File: src/rtl/mul_iter_32_pkg.sv
// Shared definitions for the iterative 32x32 multiplier: operand width and FSM state encoding.
package mul_iter_32_pkg;

   localparam int MUL_WIDTH = 32;

   typedef enum logic [2:0] {
      IDLE   = 3'd0,
      LOAD   = 3'd1,
      RUN    = 3'd2,
      NEG_LO = 3'd3,
      NEG_HI = 3'd4,
      DONE   = 3'd5
   } state_t;

endpackage

File: src/rtl/mul_iter_32_adder.sv
// Lab 32-bit add-with-carry element; the multiplier's only datapath adder.
module mul_iter_32_adder
   import mul_iter_32_pkg::*;
#(
   parameter int WIDTH = MUL_WIDTH
) (
   input  logic [WIDTH-1:0] A,
   input  logic [WIDTH-1:0] B,
   input  logic             C0,
   output logic [WIDTH-1:0] S,
   output logic             Co
);

   always_comb begin
      {Co, S} = {1'b0, A} + {1'b0, B} + {{WIDTH{1'b0}}, C0};
   end

endmodule

File: src/rtl/mul_iter_32.sv
// Iterative shift-and-add multiplier on magnitudes, with a two-pass 64-bit negate for signed results.
// Fixed 35-edge latency from acceptance to done regardless of operands.
module mul_iter_32
   import mul_iter_32_pkg::*;
#(
   parameter int WIDTH = MUL_WIDTH,
   parameter int ITER  = MUL_WIDTH
) (
   input  logic             clk,
   input  logic             rst,
   input  logic             start,
   input  logic             is_signed,
   input  logic [WIDTH-1:0] op_a,
   input  logic [WIDTH-1:0] op_b,
   output logic             busy,
   output logic             done,
   output logic [WIDTH-1:0] prod_hi,
   output logic [WIDTH-1:0] prod_lo
);

   localparam int CW = $clog2(ITER);

   state_t           state, state_next;
   logic [WIDTH-1:0] a_q, b_q, mcand, p_hi, p_lo;
   logic             sgn_q, neg, carry;
   logic [CW-1:0]    count;
   logic [WIDTH-1:0] a_mag, b_mag;
   logic [WIDTH-1:0] add_a, add_b, add_s;
   logic             add_c0, add_co;

   // Local incrementers for operand magnitude; 0x80000000 maps to itself and is used unsigned.
   always_comb begin
      a_mag = (sgn_q & a_q[WIDTH-1]) ? (~a_q + WIDTH'(1)) : a_q;
      b_mag = (sgn_q & b_q[WIDTH-1]) ? (~b_q + WIDTH'(1)) : b_q;
   end

   mul_iter_32_adder #(.WIDTH(WIDTH)) u_adder (
      .A  (add_a),
      .B  (add_b),
      .C0 (add_c0),
      .S  (add_s),
      .Co (add_co)
   );

   always_comb begin
      add_a  = '0;
      add_b  = '0;
      add_c0 = 1'b0;
      case (state)
         RUN: begin
            add_a = p_hi;
            add_b = p_lo[0] ? mcand : '0;
         end
         NEG_LO: if (neg) begin
            add_a  = ~p_lo;
            add_c0 = 1'b1;
         end
         NEG_HI: if (neg) begin
            add_a  = ~p_hi;
            add_c0 = carry;
         end
         default: ;
      endcase
   end

   always_comb begin
      state_next = state;
      busy       = (state != IDLE);
      done       = (state == DONE);
      case (state)
         IDLE:    if (start) state_next = LOAD;
         LOAD:    state_next = RUN;
         RUN:     if (count == CW'(ITER - 1)) state_next = NEG_LO;
         NEG_LO:  state_next = NEG_HI;
         NEG_HI:  state_next = DONE;
         DONE:    state_next = IDLE;
         default: state_next = IDLE;
      endcase
   end

   always_ff @(posedge clk) begin
      if (rst) begin
         state <= IDLE;
         a_q   <= '0;
         b_q   <= '0;
         sgn_q <= 1'b0;
         mcand <= '0;
         p_hi  <= '0;
         p_lo  <= '0;
         count <= '0;
         neg   <= 1'b0;
         carry <= 1'b0;
      end else begin
         state <= state_next;
         case (state)
            IDLE: if (start) begin
               a_q   <= op_a;
               b_q   <= op_b;
               sgn_q <= is_signed;
            end
            LOAD: begin
               mcand <= a_mag;
               p_lo  <= b_mag;
               p_hi  <= '0;
               count <= '0;
               neg   <= sgn_q & (a_q[WIDTH-1] ^ b_q[WIDTH-1]);
            end
            RUN: begin
               // {P_hi,P_lo} <= {Co, S, P_lo[31:1]}
               p_hi  <= {add_co, add_s[WIDTH-1:1]};
               p_lo  <= {add_s[0], p_lo[WIDTH-1:1]};
               count <= count + CW'(1);
            end
            NEG_LO: begin
               if (neg) begin
                  p_lo  <= add_s;
                  carry <= add_co;
               end else begin
                  carry <= 1'b0;
               end
            end
            NEG_HI: if (neg) p_hi <= add_s;
            default: ;
         endcase
      end
   end

   assign prod_hi = p_hi;
   assign prod_lo = p_lo;

endmodule

File: config.mk
export PLATFORM = sky130hd
export DESIGN_NAME = mul_iter_32
export DESIGN_NICKNAME = d
export VERILOG_FILES = /design/src/rtl/mul_iter_32_pkg.sv /design/src/rtl/mul_iter_32_adder.sv /design/src/rtl/mul_iter_32.sv
export SDC_FILE = /design/constraint.sdc
export NUM_CORES = 1
export LEC_CHECK = 0
export BUFFER_PORTS_ARGS = -buffer_cell sky130_fd_sc_hd__buf_2
export CAP_MARGIN = 0
export CELL_PAD_IN_SITES_DETAIL_PLACEMENT = 2
export CELL_PAD_IN_SITES_GLOBAL_PLACEMENT = 2
export CORE_MARGIN = 1.5
export CORE_UTILIZATION = 37
export CTS_CLUSTER_SIZE = 10
export DETAILED_ROUTE_END_ITERATION = 12
export PLACE_DENSITY_LB_ADDON = 0.15
export SLEW_MARGIN = 10
export SYNTH_ARGS = -nofsm -noshare
export SYNTH_HDL_FRONTEND = slang
export SYNTH_HIERARCHICAL = 1
export SYNTH_SLANG_ARGS = --single-unit
File: constraint.sdc
create_clock -name clk -period 10.9 [get_ports clk]
set_input_delay 1.635 -clock clk [delete_from_list [all_inputs] [get_ports clk]]
set_output_delay 1.635 -clock clk [all_outputs]
set_load 0.02 [all_outputs]
==> results of run 1 <==
==> critical path, stage by stage (launching register included) <==
cell and delay (ps):
dfxtp_1 910, nand2b_1 700, nor2_4 230, buf_4 740
nand2_1 130, o221ai_1 140, ha_1 390, nand2_1 130
nor3_1 450, nand3_1 190, a31oi_1 410, o211a_1 260
nor4_1 80, a311oi_1 400, mux2_2 250, nand2_1 50
a31oi_1 220, a21oi_1 70, nor2_1 120
==> cell families (layout without fill, tap and decap cells) <==
logic type      count (synthesis)  in the layout
simple gates                  571            571
compound gates                439            439
flops                         171            171
buf+inv                       131            198
xor+xnor                       58             58
mux                            48             48
fa+ha+maj                      37             37
==> stage by stage <==
step	instance area [um2]	setup slack, ps	total power, mW
floorplan	11100	6530	1.06
global placement	11900	5380	1.22
detailed placement	11900	5190	1.24
CTS	12500	5070	1.86
global route	12500	4600	1.94
finish	12500	4910	1.85
==> cells in the final DEF (no fill, tap or decap), drive strengths merged, types with 22 or more instances in the layout <==
cell type    n
nand2      251
dfxtp      171
a21oi      157
buf        150
nor2       123
a211oi      58
and3        48
mux2i       43
o21ai       40
ha          35
o221ai      33
nor3        32
a22oi       32
xor2        31
xnor2       27
nor4        25
clkbuf      22
==> how the worst min path moves through the flow <==
stage,startpoint,end,slack [ps],depth (start not counted)
after CTS,prod_lo[5]$_SDFFE_PP0P_,prod_lo[5]$_SDFFE_PP0P_,510,2
after floorplan,mcand[0]$_SDFFE_PP0P_,mcand[0]$_SDFFE_PP0P_,430,2
after global placement,carry$_SDFFE_PP0N_,carry$_SDFFE_PP0N_,490,2
after global routing,prod_lo[5]$_SDFFE_PP0P_,prod_lo[5]$_SDFFE_PP0P_,530,2
final,prod_lo[5]$_SDFFE_PP0P_,prod_lo[5]$_SDFFE_PP0P_,510,2
after detailed placement,prod_lo[5]$_SDFFE_PP0P_,prod_lo[5]$_SDFFE_PP0P_,500,2
==> metal layers <==
metal,track usage (%),vias to the layer above
li1,-,5451
met1,37.7,5915
met2,49.0,256
met3,3.62,68
met4,10.8,2
met5,0,-
==> final cells by class <==
cell class	instances	area, um2	share of cell area [%]
clock buffer	22	464	3.71
clock inverter	10	108	0.860
inverter	16	60.1	0.480
multi-input combinational	1153	7170	57.3
sequential	171	3420	27.4
tap	390	488	3.90
timing repair buffer	150	796	6.36
==> power by group through the flow <==
stage	combinational [mW]	sequential, mW	clock [mW]
4_1_cts	0.449	0.782	0.630
3_5_place_dp	0.442	0.796	0
5_1_grt	0.490	0.791	0.657
2_1_floorplan	0.274	0.789	0
6_report	0.445	0.783	0.619
3_3_place_gp	0.427	0.792	0
==> registers in the layout, summed over array words and instances, names as in the netlist <==
signal and flops:
a_q 32, b_q 32, carry 1, count 5, mcand 32, neg 1, prod_hi 32, prod_lo 32
sgn_q 1, state 3
==> impl_metrics.py, run 1 <==
metrics = {
    "pwr": {
        "pwr-share-clk_pct": 33.5,
        "p_int_mw": 1.16,
        "p_leak_nw": 5.07,
        "combPwrFrac_pct": 24.1,
        "pwr-share-seq_pct": 42.4,
        "p_sw_share_pct": 37.0,
        "switching_power_uw": 684,
        "worst_ir_drop_vdd_uv": 105,
        "power_density_nw_per_um2": 148,
    },
    "clock_network": {
        "post_cts_buffers": 0,
        "cts_buffers": 17,
        "htree_levels": 4,
        "clock_tree.buffer_depth": 2,
        "cts_hold_buf": 0,
        "cts_resized": 0,
        "clk_latency_ps": 450,
        "clk_pin_slew_ps": 70,
        "cts_sinks": 171,
        "tritoncts": "yes",
        "cts-root-buf": "clkbuf_16",
    },
    "floorplanning": {
        "rows": 63,
        "fp.dieW_um": 176,
        "die_h_um": 176,
        "coreArea_um2": 29600,
        "die-area_um2": 31000,
        "io_pins": 134,
        "start_util_pct": 37.5,
    },
    "global_route": {
        "antenna_found_initial": 4,
        "grt_pass1_vias": 12000,
        "grt_max_degree": 97,
        "grt_pass1_wl_um": 70000,
        "grt_util_all_layers_pct": 29.0,
        "grt-ovfl-total": 0,
    },
    "synth": {
        "synth_cell_types": 82,
        "yosys.cell_count.top_type": "nand2_1",
        "synth_compound_area_share_pct": 26.3,
        "synth-simple-area-share_pct": 24.8,
        "synth_seq_cells": 171,
        "synth_edf_count": 0,
        "synth_top_family_by_area": "compound AO/OA/AOI/OAI gates",
        "ys_top_cells_by_count": "nand2_1 (249), dfxtp_1 (171), a21oi_1 (157)",
        "async_flop_share_pct": 0,
        "synth-main-ff-cell": "dfxtp_1",
        "netlist_instances": 1455,
        "yosys-top-cells-area": "dfxtp_1 (31%), nand2_1 (8.4%), a21oi_1 (7.1%)",
        "synth_xor_xnor_area_share_pct": 4.59,
        "ys_seq_area_share_pct": 30.9,
        "syn_area_um2": 11100,
        "syn_avg_cell_area_um2": 7.61,
        "yosys.area.top_type": "dfxtp_1",
        "syn_nets": 1560,
        "ys_warn_count": 6,
        "synth_top_area_share_pct": 30.9,
        "synth_fa_ha_area_share_pct": 4.32,
        "synthMuxAreaShare_pct": 4.40,
    },
    "routing": {
        "viasPerCell": 6.12,
        "first_pass_iters": 6,
        "drc": 0,
        "num_vias": 11700,
        "drt-met1-wl_um": 20100,
        "dr_wl_met3_um": 1570,
        "drt_wl_total_um": 44400,
        "initialDrtViolationCount": 764,
        "top_layer": "met5",
        "avgRoutedWirePerCell_um": 23.2,
        "met2_length_um": 21300,
        "final_antenna_net_count": 0,
    },
    "place": {
        "place_congestion": 0.869,
        "portBuffers": 133,
        "placed_cells": 1880,
        "hpwl_um": 32000,
    },
    "critical_path": {
        "cp-startpoint": "state[1]$_SDFFE_PP0P_",
        "r2r_setup_slack_ps": 4910,
        "rr_startpoint": "state[1]$_SDFFE_PP0P_",
        "path_max_fanout": 96,
        "worst_r2r_path_depth": 18,
        "startpoint_type": "flop",
        "reg2reg_to": "prod_lo[31]$_SDFFE_PP0P_",
        "end_kind": "flop",
        "endpoint": "prod_lo[31]$_SDFFE_PP0P_",
        "critPathKind": "flop to flop",
        "critPathRequiredTime_ps": 11280,
        "cp.arrival_ps": 6380,
    },
    "job": {
        "cap_violations": 0,
    },
    "timing": {
        "hold_violations": 0,
        "slew-limit-headroom_pct": 36.8,
        "fmax_mhz": 167,
        "worst_clock_skew_ps": 11.2,
        "max_slew.worst_pin.slew_ps": 948,
        "fin_crit_sh_pct": 55.0,
        "finalSetupTns_ps": 0,
        "holdWs_ps": 508,
        "fin_crit_ps": 5990,
        "drv_slew": 0,
        "rsz0062_at_grt": "false",
        "setup_viol": 0,
    },
    "min_path": {
        "hold_path_class": "flop to flop",
    },
    "final_layout": {
        "nNetsFinal": 1614,
        "area_growth_pct": 13.0,
        "diodes": 0,
        "fin_cells": 1912,
        "final_util_pct": 42.3,
        "final_layout_size_suffix_gt1_share_pct": 14.6,
        "fillers": 3427,
    },
    "status": {
        "outcome": "completed",
    },
}
(Power assumes the default switching activity.)
==> inputs of run 2 (changes only) <==
CORE_UTILIZATION = 34   (was 37)
clock period = 6 ns   (was 10.9 ns; I/O delays follow)
==> run 2 against run 1 <==
  * Sequential power grew 83%
  * First-iteration DRC count down 28%
  * Clock skew grew 0.79 ps
  * Maximum frequency is 12% higher
  * Via count decreased by 1.0%
  * Final area is 0.76% higher
  * Flip-flop and latch count stayed put
  * Die area up 8.7%
  * Critical endpoint is now prod_lo[30]$_SDFFE_PP0P_
  * Largest power group unchanged
  * Highest routed layer unchanged
==> impl_metrics.py, run 2 (synthesized netlist as in run 1, its figures left out) <==
metrics = {
    "pwr": {
        "switching_power_mw": 1.27,
        "combPwrFrac_pct": 23.5,
        "pwr-share-seq_pct": 42.1,
        "worst_ir_drop_vdd_uv": 221,
        "p_sw_share_pct": 37.2,
        "p_leak_nw": 5.10,
        "p_int_mw": 2.14,
        "pwr-share-clk_pct": 34.4,
        "power_density_nw_per_um2": 270,
    },
    "routing": {
        "viasPerCell": 5.91,
        "num_vias": 11600,
        "drc": 0,
        "drt_wl_total_um": 44200,
        "final_antenna_net_count": 0,
        "avgRoutedWirePerCell_um": 22.6,
        "first_pass_iters": 5,
        "initialDrtViolationCount": 552,
    },
    "critical_path": {
        "startpoint_type": "flop",
        "critPathRequiredTime_ps": 6380,
        "end_kind": "flop",
        "cp.arrival_ps": 5730,
        "crit_buf_inv": 1,
        "critPathTopFamily": "compound AO/OA/AOI/OAI gates",
        "worst_r2r_path_depth": 15,
        "crit_path_frequent_cell": "o21ai_0",
        "path_max_fanout": 58,
        "critPathKind": "flop to flop",
        "crit_slowest_cell": "dfxtp_1",
        "cp-startpoint": "state[1]$_SDFFE_PP0P_",
        "path_cells": "nand2b_1 -> nor2_4 -> buf_4 -> and3_1 -> ha_1 -> a21oi_1 -> o21ai_0 -> a221oi_1 -> o21ai_1 -> o21ai_0 -> o21ai_0 -> xor2_1 -> mux2i_1 -> a311o_1 -> nor3_1",
        "slowest_delay_ps": 910,
        "r2r_setup_slack_ps": 650,
        "reg2reg_to": "prod_lo[30]$_SDFFE_PP0P_",
        "rr_startpoint": "state[1]$_SDFFE_PP0P_",
    },
    "global_route": {
        "grt_pass1_vias": 11900,
        "grt_util_all_layers_pct": 26.7,
        "grt-ovfl-total": 0,
        "antenna_found_initial": 2,
        "grt_max_degree": 71,
        "grt_pass1_wl_um": 69300,
    },
    "min_path": {
        "hold_depth": 2,
        "hp-start": "b_q[22]$_SDFFE_PP0P_",
        "holdPathEnd": "b_q[22]$_SDFFE_PP0P_",
        "hold_path_class": "flop to flop",
    },
    "final_layout": {
        "area_growth_pct": 13.9,
        "fin_cells": 1960,
        "multi_input_area_um2": 7170,
        "layout_common_cells": "nand2_1 (248), dfxtp_1 (170), a21oi_1 (157)",
        "fillers": 3780,
        "design_area_um2": 12600,
        "final_layout_size_suffix_gt1_share_pct": 14.8,
        "nNetsFinal": 1616,
        "seq_area_um2": 3420,
        "final_common_cell": "nand2_1",
    },
    "floorplanning": {
        "io_pins": 134,
        "die-area_um2": 33700,
        "coreArea_um2": 31800,
        "die_h_um": 183,
        "start_util_pct": 34.8,
        "rows": 65,
        "fp.dieW_um": 183,
    },
    "timing": {
        "rsz0062_at_grt": "false",
        "slew-limit-headroom_pct": 19.6,
        "finalSetupTns_ps": 0,
        "fin_crit_sh_pct": 89.1,
        "worst_clock_skew_ps": 12.0,
        "setup_viol": 0,
        "hold_violations": 0,
        "fmax_mhz": 187,
        "fin_crit_ps": 5350,
        "max_slew.worst_pin.slew_ps": 1200,
        "drv_slew": 0,
    },
    "clock_network": {
        "clock_tree.buffer_depth": 2,
        "clk_pin_slew_ps": 70,
        "clk_latency_ps": 470,
        "cts_hold_buf": 0,
        "tritoncts": "yes",
        "htree_levels": 4,
        "cts-root-buf": "clkbuf_16",
        "cts_sinks": 171,
        "cts_resized": 0,
        "post_cts_buffers": 0,
        "cts_buffers": 17,
    },
    "place": {
        "placed_cells": 1927,
        "hpwl_um": 32600,
        "portBuffers": 133,
        "place_congestion": 0.954,
        "place_area_um2": 12000,
    },
    "status": {
        "outcome": "completed",
    },
    "job": {
        "cap_violations": 0,
    },
}
## run 2: area by class of cell
type | instances | share of cell area, %
clock inverter | 14 | 1.30
sequential | 171 | 27.2
inverter | 16 | 0.476
multi-input combinational | 1153 | 56.9
tap | 435 | 4.32
clock buffer | 18 | 3.40
antenna | 1 | 0.0198
timing repair buffer | 152 | 6.43
## run 2: worst max path at each step
| stage | to | slack, ps | depth (start not counted) |
|---|---|---|---|
| finish | prod_lo[30]$_SDFFE_PP0P_ | 650 | 15 |
| global route | prod_lo[30]$_SDFFE_PP0P_ | 390 | 16 |
| CTS | prod_lo[30]$_SDFFE_PP0P_ | 740 | 16 |
| detailed placement | prod_lo[20]$_SDFFE_PP0P_ | 800 | 17 |
| global placement | prod_lo[30]$_SDFFE_PP0P_ | 950 | 16 |
| floorplan | prod_lo[30]$_SDFFE_PP0P_ | 1630 | 20 |
## run 2: per-stage QoR
stage,worst slack [ps],util (%),hold WS [ps],total power [mW]
after floorplan,1630,-,432,1.93
after global placement,948,37.8,489,2.23
after detailed placement,802,37.8,498,2.26
after CTS,738,39.6,509,3.44
after global routing,388,39.6,538,3.58
final,653,39.7,508,3.40
## run 2: power groups by stage
stage | Sequential [mW] | Clock [mW] | Combinational, mW
after CTS | 1.43 | 1.19 | 0.808
after detailed placement | 1.46 | 0 | 0.798
after global placement | 1.46 | 0 | 0.772
final | 1.43 | 1.17 | 0.800
after global routing | 1.45 | 1.25 | 0.880
after floorplan | 1.43 | 0 | 0.497
## run 2: metal layers
metal  routed length (um)  vias to the layer above  track usage [%]
met2                20600                      222             43.5
met1                20800                     5804             35.4
met4                 1440                        2             10.7
met3                 1350                       74             3.80
li1                     -                     5473                -
met5                   13                        -                0
## run 2: worst register-to-register path: stages (launching register included)
cell      delay [ps]
dfxtp_1          910
nand2b_1         300
nor2_4           260
buf_4            530
and3_1           380
ha_1             360
a21oi_1          160
o21ai_0          170
a221oi_1         320
o21ai_1          170
o21ai_0          410
o21ai_0          240
xor2_1           330
mux2i_1          150
a311o_1          380
nor3_1           200
